===== config.mk =====
export PLATFORM = sky130hd
export DESIGN_NAME = pentagon_gen_flat
export DESIGN_NICKNAME = d
export VERILOG_FILES = /design/src/rtl/pentagon_pkg.sv /design/src/rtl/pentagon_gen_if.sv /design/src/rtl/pent_modn_counter.sv /design/src/rtl/pentagon_gen.sv /design/src/flat_wrapper.sv
export SDC_FILE = /design/constraint.sdc
export NUM_CORES = 1
export LEC_CHECK = 0
export ABC_CLOCK_PERIOD_IN_PS = 3900
export CORE_MARGIN = 2
export CORE_UTILIZATION = 30
export CTS_CLUSTER_SIZE = 14
export DETAILED_ROUTE_END_ITERATION = 7
export SLEW_MARGIN = 30
export SYNTH_ARGS = -nofsm -noshare
export SYNTH_HDL_FRONTEND = slang
export SYNTH_SLANG_ARGS = --single-unit
export TNS_END_PERCENT = 1

===== constraint.sdc =====
create_clock -name clk14m -period 3.9 [get_ports clk14m]
set_input_delay 0.78 -clock clk14m [delete_from_list [all_inputs] [get_ports clk14m]]
set_output_delay 0.78 -clock clk14m [all_outputs]
set_load 0.01 [all_outputs]

===== src/rtl/pentagon_pkg.sv =====
// pentagon_pkg: shared Pentagon-128 timing constants and counter widths
package pentagon_pkg;
    localparam int HC_W     = 10;
    localparam int VC_W     = 9;
    localparam int H_TOTAL  = 896;
    localparam int V_TOTAL  = 320;
    localparam int HS_START = 640;
    localparam int HS_END   = 704;
    localparam int VS_START = 240;
    localparam int VS_END   = 256;
endpackage


===== src/rtl/pentagon_gen_if.sv =====
// pentagon_gen_if: clock-phase, column-count and composite-sync outputs of the timing generator
interface pentagon_gen_if;
    logic c1;
    logic c25;
    logic c2;
    logic c31;
    logic c3;
    logic b1;
    logic b2;
    logic b3;
    logic b4;
    logic b5;
    logic b6;
    logic ssi;
    modport master (output c1, c25, c2, c31, c3, b1, b2, b3, b4, b5, b6, ssi);
    modport slave  (input  c1, c25, c2, c31, c3, b1, b2, b3, b4, b5, b6, ssi);
endinterface


===== src/rtl/pent_modn_counter.sv =====
// pent_modn_counter: modulo-N counter with enable, sync active-low reset, wrap flag and next-state view
module pent_modn_counter #(
    parameter int W = 10,
    parameter int N = 896
) (
    input  logic         clk,
    input  logic         rst_n,
    input  logic         en,
    output logic [W-1:0] cnt,
    output logic [W-1:0] nxt,
    output logic         wrap
);
    logic [W-1:0] cnt_q, cnt_d;
    always_comb begin
        wrap  = en && (cnt_q == W'(N - 1));
        cnt_d = wrap ? '0 : cnt_q + W'(en);
    end
    always_ff @(posedge clk) begin
        if (!rst_n) cnt_q <= '0;
        else        cnt_q <= cnt_d;
    end
    assign cnt = cnt_q;
    assign nxt = cnt_d;
endmodule


===== src/rtl/pentagon_gen.sv =====
// pentagon_gen: Pentagon-128 pixel/CPU clock divider, column count and composite sync generator
module pentagon_gen
    import pentagon_pkg::*;
#(
    parameter int H_TOT  = H_TOTAL,
    parameter int V_TOT  = V_TOTAL,
    parameter int HS_ON  = HS_START,
    parameter int HS_OFF = HS_END,
    parameter int VS_ON  = VS_START,
    parameter int VS_OFF = VS_END
) (
    input  logic           clk14m,
    input  logic           rst_n,
    pentagon_gen_if.master vid
);
    logic [HC_W-1:0] hc, hc_d;
    logic [VC_W-1:0] vc, vc_d;
    logic            hc_wrap;
    logic            c25_q, c25_d, ssi_q, ssi_d;

    pent_modn_counter #(.W(HC_W), .N(H_TOT)) u_hc (
        .clk(clk14m), .rst_n(rst_n), .en(1'b1), .cnt(hc), .nxt(hc_d), .wrap(hc_wrap)
    );

    pent_modn_counter #(.W(VC_W), .N(V_TOT)) u_vc (
        .clk(clk14m), .rst_n(rst_n), .en(hc_wrap), .cnt(vc), .nxt(vc_d), .wrap()
    );

    // decode from next-state counts so the registered outputs line up with hc/vc
    always_comb begin
        c25_d = hc_d[1] ^ hc_d[0];
        ssi_d = !((hc_d >= HC_W'(HS_ON) && hc_d < HC_W'(HS_OFF)) ||
                  (vc_d >= VC_W'(VS_ON) && vc_d < VC_W'(VS_OFF)));
    end

    always_ff @(posedge clk14m) begin
        if (!rst_n) begin
            c25_q <= 1'b0;
            ssi_q <= 1'b1;
        end else begin
            c25_q <= c25_d;
            ssi_q <= ssi_d;
        end
    end

    assign vid.c1  = hc[0];
    assign vid.c25 = c25_q;
    assign vid.c2  = hc[1];
    assign vid.c3  = hc[2];
    assign vid.c31 = hc[3];
    assign vid.b1  = hc[4];
    assign vid.b2  = hc[5];
    assign vid.b3  = hc[6];
    assign vid.b4  = hc[7];
    assign vid.b5  = hc[8];
    assign vid.b6  = hc[9];
    assign vid.ssi = ssi_q;
endmodule


===== src/flat_wrapper.sv =====
// flat-port wrapper written by rule: the top's interface ports become plain ports
module pentagon_gen_flat import pentagon_pkg::*;
#(
    parameter int H_TOT  = H_TOTAL,
    parameter int V_TOT  = V_TOTAL,
    parameter int HS_ON  = HS_START,
    parameter int HS_OFF = HS_END,
    parameter int VS_ON  = VS_START,
    parameter int VS_OFF = VS_END
)
  (clk14m, rst_n, vid_c1, vid_c25, vid_c2, vid_c31, vid_c3, vid_b1, vid_b2, vid_b3, vid_b4, vid_b5, vid_b6, vid_ssi);
  pentagon_gen_if vid_i ();
  input  logic clk14m;
  input  logic rst_n;
  output wire logic [$bits(vid_i.c1)-1:0] vid_c1;
  output wire logic [$bits(vid_i.c25)-1:0] vid_c25;
  output wire logic [$bits(vid_i.c2)-1:0] vid_c2;
  output wire logic [$bits(vid_i.c31)-1:0] vid_c31;
  output wire logic [$bits(vid_i.c3)-1:0] vid_c3;
  output wire logic [$bits(vid_i.b1)-1:0] vid_b1;
  output wire logic [$bits(vid_i.b2)-1:0] vid_b2;
  output wire logic [$bits(vid_i.b3)-1:0] vid_b3;
  output wire logic [$bits(vid_i.b4)-1:0] vid_b4;
  output wire logic [$bits(vid_i.b5)-1:0] vid_b5;
  output wire logic [$bits(vid_i.b6)-1:0] vid_b6;
  output wire logic [$bits(vid_i.ssi)-1:0] vid_ssi;
  assign vid_c1 = vid_i.c1;
  assign vid_c25 = vid_i.c25;
  assign vid_c2 = vid_i.c2;
  assign vid_c31 = vid_i.c31;
  assign vid_c3 = vid_i.c3;
  assign vid_b1 = vid_i.b1;
  assign vid_b2 = vid_i.b2;
  assign vid_b3 = vid_i.b3;
  assign vid_b4 = vid_i.b4;
  assign vid_b5 = vid_i.b5;
  assign vid_b6 = vid_i.b6;
  assign vid_ssi = vid_i.ssi;
  pentagon_gen #(.H_TOT(H_TOT), .V_TOT(V_TOT), .HS_ON(HS_ON), .HS_OFF(HS_OFF), .VS_ON(VS_ON), .VS_OFF(VS_OFF)) u_core (.clk14m(clk14m), .rst_n(rst_n), .vid(vid_i));
endmodule

# Word-level counts from Yosys, hierarchy flattened

Cells that the tools add are included.

Add/sub/neg operators: 2
$lt $le $gt $ge: 4
Equality and inequality tests: 2
Mux-type cells: 2
Bitwise gates (word level): 1
Reductions and logical operators: 5

Operators by type and width:

| kind                                                | count |
|---|---|
| adder 10 x 1 -> 10 bit, second input constant       | 1 |
| == test 10 bit, second input constant               | 1 |
| >= comparator 10 bit, second input constant         | 1 |
| < comparator 10 bit, second input constant          | 1 |
| 2-to-1 mux 10 bit                                   | 1 |
| adder 9 x 1 -> 9 bit                                | 1 |
| == test 9 bit, second input constant                | 1 |
| >= comparator 9 x 8 -> 1 bit, second input constant | 1 |
| < comparator 9 bit, second input constant           | 1 |
| 2-to-1 mux 9 bit                                    | 1 |
| logical AND 1 bit                                   | 3 |
| logical NOT 1 bit                                   | 1 |
| logical OR 1 bit                                    | 1 |
| bitwise XOR 1 bit                                   | 1 |

Register bits: 21
Input port bits: 2
Output and inout port bits: 12
Logic and storage cells: 20

# Depth between registers and ports, before layout

Depth in word-level cells: 7
Gate-level depth with buffers: 10

# Modules after synthesis

A second synthesis with hierarchy kept.

Cell total of the unflattened synthesis: 128
Area, all modules: 1,126.1 um^2

By module, submodules not included:

| module                           | times used | cells each | area each (um^2) |
|---|---|---|---|
| pent_modn_counter at u_core.u_hc | 1          | 63         | 548.0 |
| pent_modn_counter at u_core.u_vc | 1          | 54         | 478.0 |
| pentagon_gen                     | 1          | 11         | 100.1 |

# Worst setup path after synthesis

OpenSTA, ideal clock, no wires.

Path kind: register to register
From: register u_core.u_hc.cnt_q[0], in the netlist u_core.u_hc.cnt[0]
To: register u_core.ssi_q, in the netlist u_core.vid.ssi
Library setup time: 0.135 ns
Arrival time: 2.152 ns
Slack: 1.612 ns
Cell stages (with the launch flop): 11
Cell sequence: dfxtp_1 > ha_1 > nand3_2 > nor3_2 > ha_1 > ha_1 > clkbuf_1 > nand4_1 > o31a_2 > o21ai_0 > a41oi_1

Longest elaborated chain between the ends: 7

RTL lines:

| item                                                                      | RTL line                                         | text |
|---|---|---|
| from (decl)                                                               | pent_modn_counter.sv:13                          | `logic [W-1:0] cnt_q, cnt_d;` |
| from (signal assigned)                                                    | pent_modn_counter.sv:20                          | `else cnt_q <= cnt_d;` |
| == test 10 bit                                                            | pent_modn_counter.sv:15                          | `wrap = en && (cnt_q == W'(N - 1));` |
| adder 9 x 1 -> 9 bit / logical AND 1 bit (equally long branches)          | pent_modn_counter.sv:16, pent_modn_counter.sv:15 |  |
| 2-to-1 mux 9 bit                                                          | pent_modn_counter.sv:16                          | `cnt_d = wrap ? '0 : cnt_q + W'(en);` |
| >= comparator 9 x 8 -> 1 bit / < comparator 9 bit (equally long branches) | pentagon_gen.sv:33                               | `(vc_d >= VC_W'(VS_ON) && vc_d < VC_W'(VS_OFF)));` |
| logical AND 1 bit                                                         | pentagon_gen.sv:33                               |  |
| logical OR 1 bit *                                                        | pentagon_gen.sv:32                               | `ssi_d = !((hc_d >= HC_W'(HS_ON) && hc_d < HC_W'(HS_OFF)) \|\|` |
| logical NOT 1 bit *                                                       | pentagon_gen.sv:32                               |  |
| to (signal assigned)                                                      | pentagon_gen.sv:42                               | `ssi_q <= ssi_d;` |
| to (decl)                                                                 | pentagon_gen.sv:19                               | `logic c25_q, c25_d, ssi_q, ssi_d;` |

Every way passes the cells marked *; elsewhere a longest branch is shown, timed or not.
A chain may end at the register's enable or synchronous reset.

# Final worst setup path

Ends and elaborated chain as after synthesis.

==> impl_metrics.env <==
export IMPL_synthMuxAreaShare=0
export IMPL_drc=0
export IMPL_hold_violations=0
export IMPL_drv_cap=0
export IMPL_min_period_ns=2.40
export IMPL_dpl_hpwl_mm=1.48
export IMPL_synthXorXnorAreaFrac=0.120
export IMPL_syn_num_nets=119
export IMPL_dieArea_um2=3900
export IMPL_syn_cell_area_um2=1020
export IMPL_synth_top_area_cell="dfxtp_1"
export IMPL_fin_nets=136
export IMPL_synth_seq_area_share=0.410
export IMPL_crit_type="reg2reg"
export IMPL_routed_wl_mm=1.97
export IMPL_rows=21
export IMPL_syn_inst=113
export IMPL_grt_pass1_vias=796
export IMPL_p_per_area_nw_per_um2=284
export IMPL_fin_setup_tns_ns=0
export IMPL_max_clock_path_buffers=2
export IMPL_drt_iter0_markers=34
export IMPL_final_area_um2=1230
export IMPL_synth_seq_cells=21
export IMPL_clkSinkCount=21
export IMPL_final_antenna_net_count=0
export IMPL_register_area_um2=420
export IMPL_grt_usage=0.110
export IMPL_grt_ovfl_total=0
export IMPL_finalCritPeriodShare=0.614
export IMPL_cp_end_kind="register"
export IMPL_leakage_nw=0.443
export IMPL_die_width_um=62.4
export IMPL_ir_drop_mv=0.216
export IMPL_io_pins=14
export IMPL_synth_adder_area_share=0.0488
export IMPL_yosys_warnings=0
export IMPL_syn2layout_area_growth_pct=20.5
export IMPL_clock_skew_ns=0.00425
export IMPL_setup_violations=0
export IMPL_die_h_um=62.4
export IMPL_relSlewSlack=0.634
export IMPL_wl_per_cell_um=11.2
export IMPL_grt_max_degree=12
export IMPL_tightest_slew_ns=0.545
export IMPL_yosysTopAreaCellShare=0.410
export IMPL_reg2reg_slack_ns=1.50
export IMPL_firstDrtPassIters=5
export IMPL_place_congestion=0.776
export IMPL_rsz0062_at_grt="false"
export IMPL_via_count=836
export IMPL_multi_input_area_um2=601
export IMPL_syn_avg_cell_area_um2=9.07
export IMPL_numCtsBuffers=3
export IMPL_dpl_cell_area_um2=1210
export IMPL_cp_arrival_ns=2.57
export IMPL_cts_hold_buf=0
export IMPL_status="complete, no violations"
export IMPL_synthSimpleGateAreaFrac=0.320
export IMPL_clk_pin_slew_worst_paths_ns=0.11
export IMPL_ctsResizeCount=0
export IMPL_drive_above_1_share=0.0853
export IMPL_post_cts_setup_buffer_count=0
export IMPL_core_area_um2=3310
export IMPL_grt_pass1_wl_mm=3.45
export IMPL_cp_required_ns=4.07
export IMPL_numPortBuffers=13
export IMPL_cts_root_buffer="clkbuf_4"
export IMPL_slew_violations=0
export IMPL_cp_max_fo=9
export IMPL_htreeDepth=1
export IMPL_viasPerCell=4.78
export IMPL_hold_class="reg2reg"
export IMPL_initial_core_util=0.310
export IMPL_insertedDiodeCount=0
export IMPL_cts_tree="done"
export IMPL_synth_cell_types=33
export IMPL_fillCellCount=374
export IMPL_synth_compound_area_frac=0.0977
export IMPL_critPathLaunchType="register"
export IMPL_clk_latency_ns=0.30
export IMPL_synth_area_leaders="dfxtp_1 41%, xor2_1 8.5%, nor2_1 5.9%"
export IMPL_synth_top_family_by_area="simple AND/OR/NAND/NOR gates"
export IMPL_antenna_found_initial=0
export IMPL_max_freq_mhz=417
## synth_stat cells (all sizes together)
| cell | count |
|---|---|
| a21boi | 1 |
| a21oi | 2 |
| a41oi | 1 |
| and2 | 7 |
| and3 | 3 |
| and4 | 2 |
| and4b | 1 |
| clkbuf | 1 |
| dfxtp | 21 |
| ha | 4 |
| nand2 | 11 |
| nand3 | 7 |
| nand4 | 3 |
| nand4b | 2 |
| nor2 | 16 |
| nor2b | 1 |
| nor3 | 2 |
| nor4b | 1 |
| o211ai | 1 |
| o21a | 1 |
| o21ai | 5 |
| o31a | 1 |
| o31ai | 2 |
| or3 | 1 |
| or4 | 2 |
| xnor2 | 4 |
| xor2 | 10 |
## metrics by stage
stage	total power, mW	setup slack (ns)	hold WS (ns)	instances	utilization
2_1_floorplan	0.239	1.61	0.486	113	-
3_3_place_gp	0.252	1.61	0.509	171	0.365
3_5_place_dp	0.252	1.53	0.511	171	0.365
4_1_cts	0.357	1.50	0.528	175	0.373
5_1_grt	0.370	1.22	0.578	175	0.373
6_report	0.350	1.50	0.534	175	0.373
## placed cells by master (no fill, tap or decap)
cell type        netlist  routed
a21boi_0               1       1
a21oi_1                1       1
a21oi_2                1       1
a41oi_1                1       1
and2_1                 7       7
and3_1                 3       3
and4_1                 1       1
and4_2                 1       1
and4b_1                1       1
clkbuf_1               1       1
clkbuf_4               0       3
clkdlybuf4s50_1        0      13
dfxtp_1               21      21
ha_1                   4       4
nand2_1               11      11
nand3_1                6       6
nand3_2                1       1
nand4_1                2       2
nand4_2                1       1
nand4b_1               2       2
nor2_1                16      16
nor2b_1                1       1
nor3_1                 1       1
nor3_2                 1       1
nor4b_1                1       1
o211ai_1               1       1
o21a_1                 1       1
o21ai_0                5       5
o31a_2                 1       1
o31ai_1                1       1
o31ai_2                1       1
or3_2                  1       1
or4_1                  2       2
xnor2_1                4       4
xor2_1                10      10
## sequential cells by signal, indices dropped and copies added, names as in the netlist
signal,flops
u_core.u_hc.cnt,10
u_core.u_vc.cnt,9
u_core.vid.c25,1
u_core.vid.ssi,1
## worst paths after layout
check,startpoint,to,depth (start not counted)
setup / recovery,u_core.u_hc.cnt[0],u_core.vid.ssi,9
hold / removal,u_core.u_hc.cnt[9],u_core.u_hc.cnt[9],2
setup reg to reg,u_core.u_hc.cnt[0],u_core.vid.ssi,9
hold reg to reg,u_core.u_hc.cnt[9],u_core.u_hc.cnt[9],2
## metal layers
layer  vias to the layer above  global-route usage  share of wire
met5                         -                   0              0
met4                         0              0.0389          0.015
met3                         5              0.0360          0.047
met2                        15               0.184           0.48
met1                       385               0.133           0.46
li1                        431                   -              -
## worst max-delay path, cell delays in order, from the launching register on
cell     delay (ns)
dfxtp_1        0.49
ha_1           0.25
nand3_2        0.15
nor3_2         0.27
ha_1           0.23
ha_1           0.34
nand4_1        0.13
o31a_2         0.12
o21ai_0        0.15
a41oi_1        0.13
## where the power goes
group	internal (mW)	switching [mW]
registers	0.219	0.00526
clock network	0.0399	0.0638
logic	0.0125	0.0103
total	0.271	0.0794
## final cells by class
| type | instances | share of cell area |
|---|---|---|
| well taps | 46 | 0.0466 |
| repair buffers | 13 | 0.105 |
| multi-input cells | 91 | 0.486 |
| flip-flops and latches | 21 | 0.340 |
| clock buffers | 4 | 0.0213 |
## cells by family after synthesis
kind of cell | count (synthesis)
simple gates | 59
buf+inv | 1
flops | 21
fa+ha+maj | 4
xor+xnor | 14
compound gates | 14
Note: power is estimated with default switching activity, not from simulation.
==> edit: new RTL, same settings <==
The package constant `VC_W` goes from 9 to 13.
--- a/src/rtl/pentagon_pkg.sv
+++ b/src/rtl/pentagon_pkg.sv
@@ -3,3 +3,3 @@
     localparam int HC_W     = 10;
-    localparam int VC_W     = 9;
+    localparam int VC_W     = 13;
     localparam int H_TOTAL  = 896;
Formal check against the unedited RTL: same outputs for any inputs over 10 cycles, from zero or initial values and one cycle with rst_n low; that may be too few to reach the edited logic, so the function may still have changed.
==> edit against the unedited design <==
Sequential cell count grew 4. First-iteration DRC count grew 71%. Setup slack lost 0.30 ns. Area after synthesis grew 22%. Worst hold slack gained 0.013 ns. Routed wire length grew 17%. Clock skew is essentially flat. Power grew 26%. Design area grew 17%. Combinational power grew 9.6%. Sequential power grew 18%. Clock power grew 46%. Critical endpoint unchanged.
==> edit: results (changes against the unedited design) <==
run status -> complete, no violations
cell type group with the largest total delay on the critical path -> simple AND/OR/NAND/NOR gates
highest net fanout along the worst path -> 9 (unchanged)
Nets -> 158 (+16%)
portion of the post-synthesis area used by sequential elements -> 39.9% (-1.1 points)
leakage dissipation -> 0.501 nW (+13%)
initial antenna violation count -> 0 (unchanged)
average vias per placed instance -> 4.79 (+0.29%)
Filler cells -> 414 (+11%)
skew final -> 0.00419 ns (-0.0000635 ns)
flip-flop cell with the highest count after synthesis -> sky130_fd_sc_hd__dfxtp_1
H-tree levels -> 1 (unchanged)
number of antenna diodes -> 0 (unchanged)
first-pass GRT wire length -> 4.06 mm (+18%)
class of the tightest hold or removal check -> register to register
leading cell types by total area after synthesis -> sky130_fd_sc_hd__dfxtp_1 (40%), sky130_fd_sc_hd__xnor2_1 (9.1%), sky130_fd_sc_hd__nor2_1 (7.5%), sky130_fd_sc_hd__xor2_1 (7.0%), sky130_fd_sc_hd__ha_1 (4.0%)
setup bufs post-CTS -> 0 (unchanged)
GRT Resource Usage Total -> 11.3% (+0.24 points)
IR Drop Worst-Case VDD -> 0.205 mV (-5.2%)
hold_sp -> u_core.u_hc.cnt[0]$_SDFF_PN0_
highest-delay cell along the critical path -> sky130_fd_sc_hd__dfxtp_1
post-cts repair resize count -> 0 (unchanged)
capture point of the worst reg-to-reg path -> u_core.vid.ssi$_SDFF_PN1_
violation count after the first detailed-route iteration -> 58 (+71%)
arrival time worst endpoint -> 2.84 ns (+0.27 ns)
most frequent cells after synthesis -> sky130_fd_sc_hd__dfxtp_1 (25), sky130_fd_sc_hd__nor2_1 (25), sky130_fd_sc_hd__xnor2_1 (13)
post-synthesis async set-or-reset flop share -> 0% (unchanged)
gp weighted congestion -> 0.837 (+7.9%)
logic depth of the worst register-to-register path -> 10 (+1)
Worst path max stage delay -> 0.48 ns
Critical path origin -> u_core.u_hc.cnt[0]$_SDFF_PN0_
max reg flops -> 13 (+3)
drt first pass iters -> 4 (-1)
endpoint of the worst hold path -> u_core.u_hc.cnt[0]$_SDFF_PN0_
estimated wirelength of the detail-placed design -> 1.76 mm (+19%)
net count of the mapped netlist -> 145 (+22%)
Clock Tree Buf Depth -> 2 (unchanged)
share of final-layout standard cells stronger than drive strength 1 -> 9.27% (+0.74 points)
synth unique cells -> 32 (-3.0%)
number of warnings printed during yosys synthesis -> 0 (unchanged)
worst setup slack for register-to-register paths -> 1.21 ns (-0.30 ns)
clock insertion delay at the later pin of the skew report -> 0.27 ns (-0.03 ns)
number of cells on the worst hold path -> 1 (-1)
Int Pwr -> 0.000346 W (+28%)
input/output buffers -> 13 (unchanged)
final wirelength -> 2.31 mm (+17%)
number of buffers created by CTS -> 3 (unchanged)
pin count of the biggest net entering global routing -> 14 (+2)
via count of the first global-routing pass -> 972 (+22%)
Tightest Pin Transition -> 0.551 ns (+0.00551 ns)
clock input transition at the sequential cells of the worst setup and hold paths -> 0.09 ns (-0.02 ns)
buffer type at the clock tree root -> sky130_fd_sc_hd__clkbuf_8
[edit: cell count changes after synthesis, moves of 2 or more]
cell,before,now
sky130_fd_sc_hd__and2_1,7,4
sky130_fd_sc_hd__buf_4,0,2
sky130_fd_sc_hd__buf_6,0,3
sky130_fd_sc_hd__dfxtp_1,21,25
sky130_fd_sc_hd__inv_1,0,4
sky130_fd_sc_hd__nand2_1,11,9
sky130_fd_sc_hd__nand3_1,6,10
sky130_fd_sc_hd__nor2_1,16,25
sky130_fd_sc_hd__nor3_1,1,4
sky130_fd_sc_hd__o21ai_0,5,0
sky130_fd_sc_hd__or3_2,1,3
sky130_fd_sc_hd__or4_1,2,0
sky130_fd_sc_hd__xnor2_1,4,13
[edit: area by class of cell]
type / instances / area, µm² / share of cell area, %
multi-input combinational: 105 / 689 / 47.8
clock buffer: 4 / 45.0 / 3.12
sequential: 25 / 500 / 34.7
timing repair buffer: 13 / 130 / 9.02
tap: 50 / 62.6 / 4.34
inverter: 4 / 15.0 / 1.04
[edit: per-stage QoR]
stage	power [W]	hold slack, ns	util (%)	cell area, µm²	std cells
after floorplan	0.000284	0.501	-	1250	139
after global placement	0.000296	0.517	34.9	1400	197
after detailed placement	0.000296	0.521	34.9	1400	197
after CTS	0.000450	0.547	36.1	1440	201
after global routing	0.000464	0.591	36.1	1440	201
final	0.000442	0.547	36.1	1440	201
[edit: power groups by stage]
stage | Sequential, W | Combinational (W) | Clock (W)
final | 0.000265 | 0.0000250 | 0.000152
after global routing | 0.000266 | 0.0000277 | 0.000171
after CTS | 0.000265 | 0.0000255 | 0.000160
after detailed placement | 0.000271 | 0.0000253 | 0
after global placement | 0.000271 | 0.0000256 | 0
after floorplan | 0.000272 | 0.0000121 | 0
[edit: layer usage]
layer,vias to the layer above,GRT usage [%],part of all wire (%)
li1,495,-,-
met1,450,12.4,47
met2,18,21.0,49
met3,0,4.22,3.9
met4,0,1.25,0
met5,-,0,0
[edit: worst max-delay path by stage]
stage	slack [ns]	to	cells past startpoint
after floorplan	1.53	u_core.vid.ssi$_SDFF_PN1_	10
after global placement	1.44	u_core.vid.ssi$_SDFF_PN1_	10
after detailed placement	1.24	u_core.vid.ssi$_SDFF_PN1_	10
after CTS	1.21	u_core.vid.ssi$_SDFF_PN1_	10
after global routing	0.96	u_core.vid.ssi$_SDFF_PN1_	10
final	1.21	u_core.vid.ssi$_SDFF_PN1_	10
[edit: cells by family after synthesis]
| kind of cell | Yosys count | share of synthesized area [%] |
|---|---|---|
| adders and majority gates | 4 | 3.99 |
| and+or+nand+nor | 71 | 29.3 |
| buffers and inverters | 9 | 5.09 |
| xor gates and xnor gates | 23 | 16.1 |
| AOI/OAI and AO/OA | 7 | 5.59 |
| DFF | 25 | 39.9 |
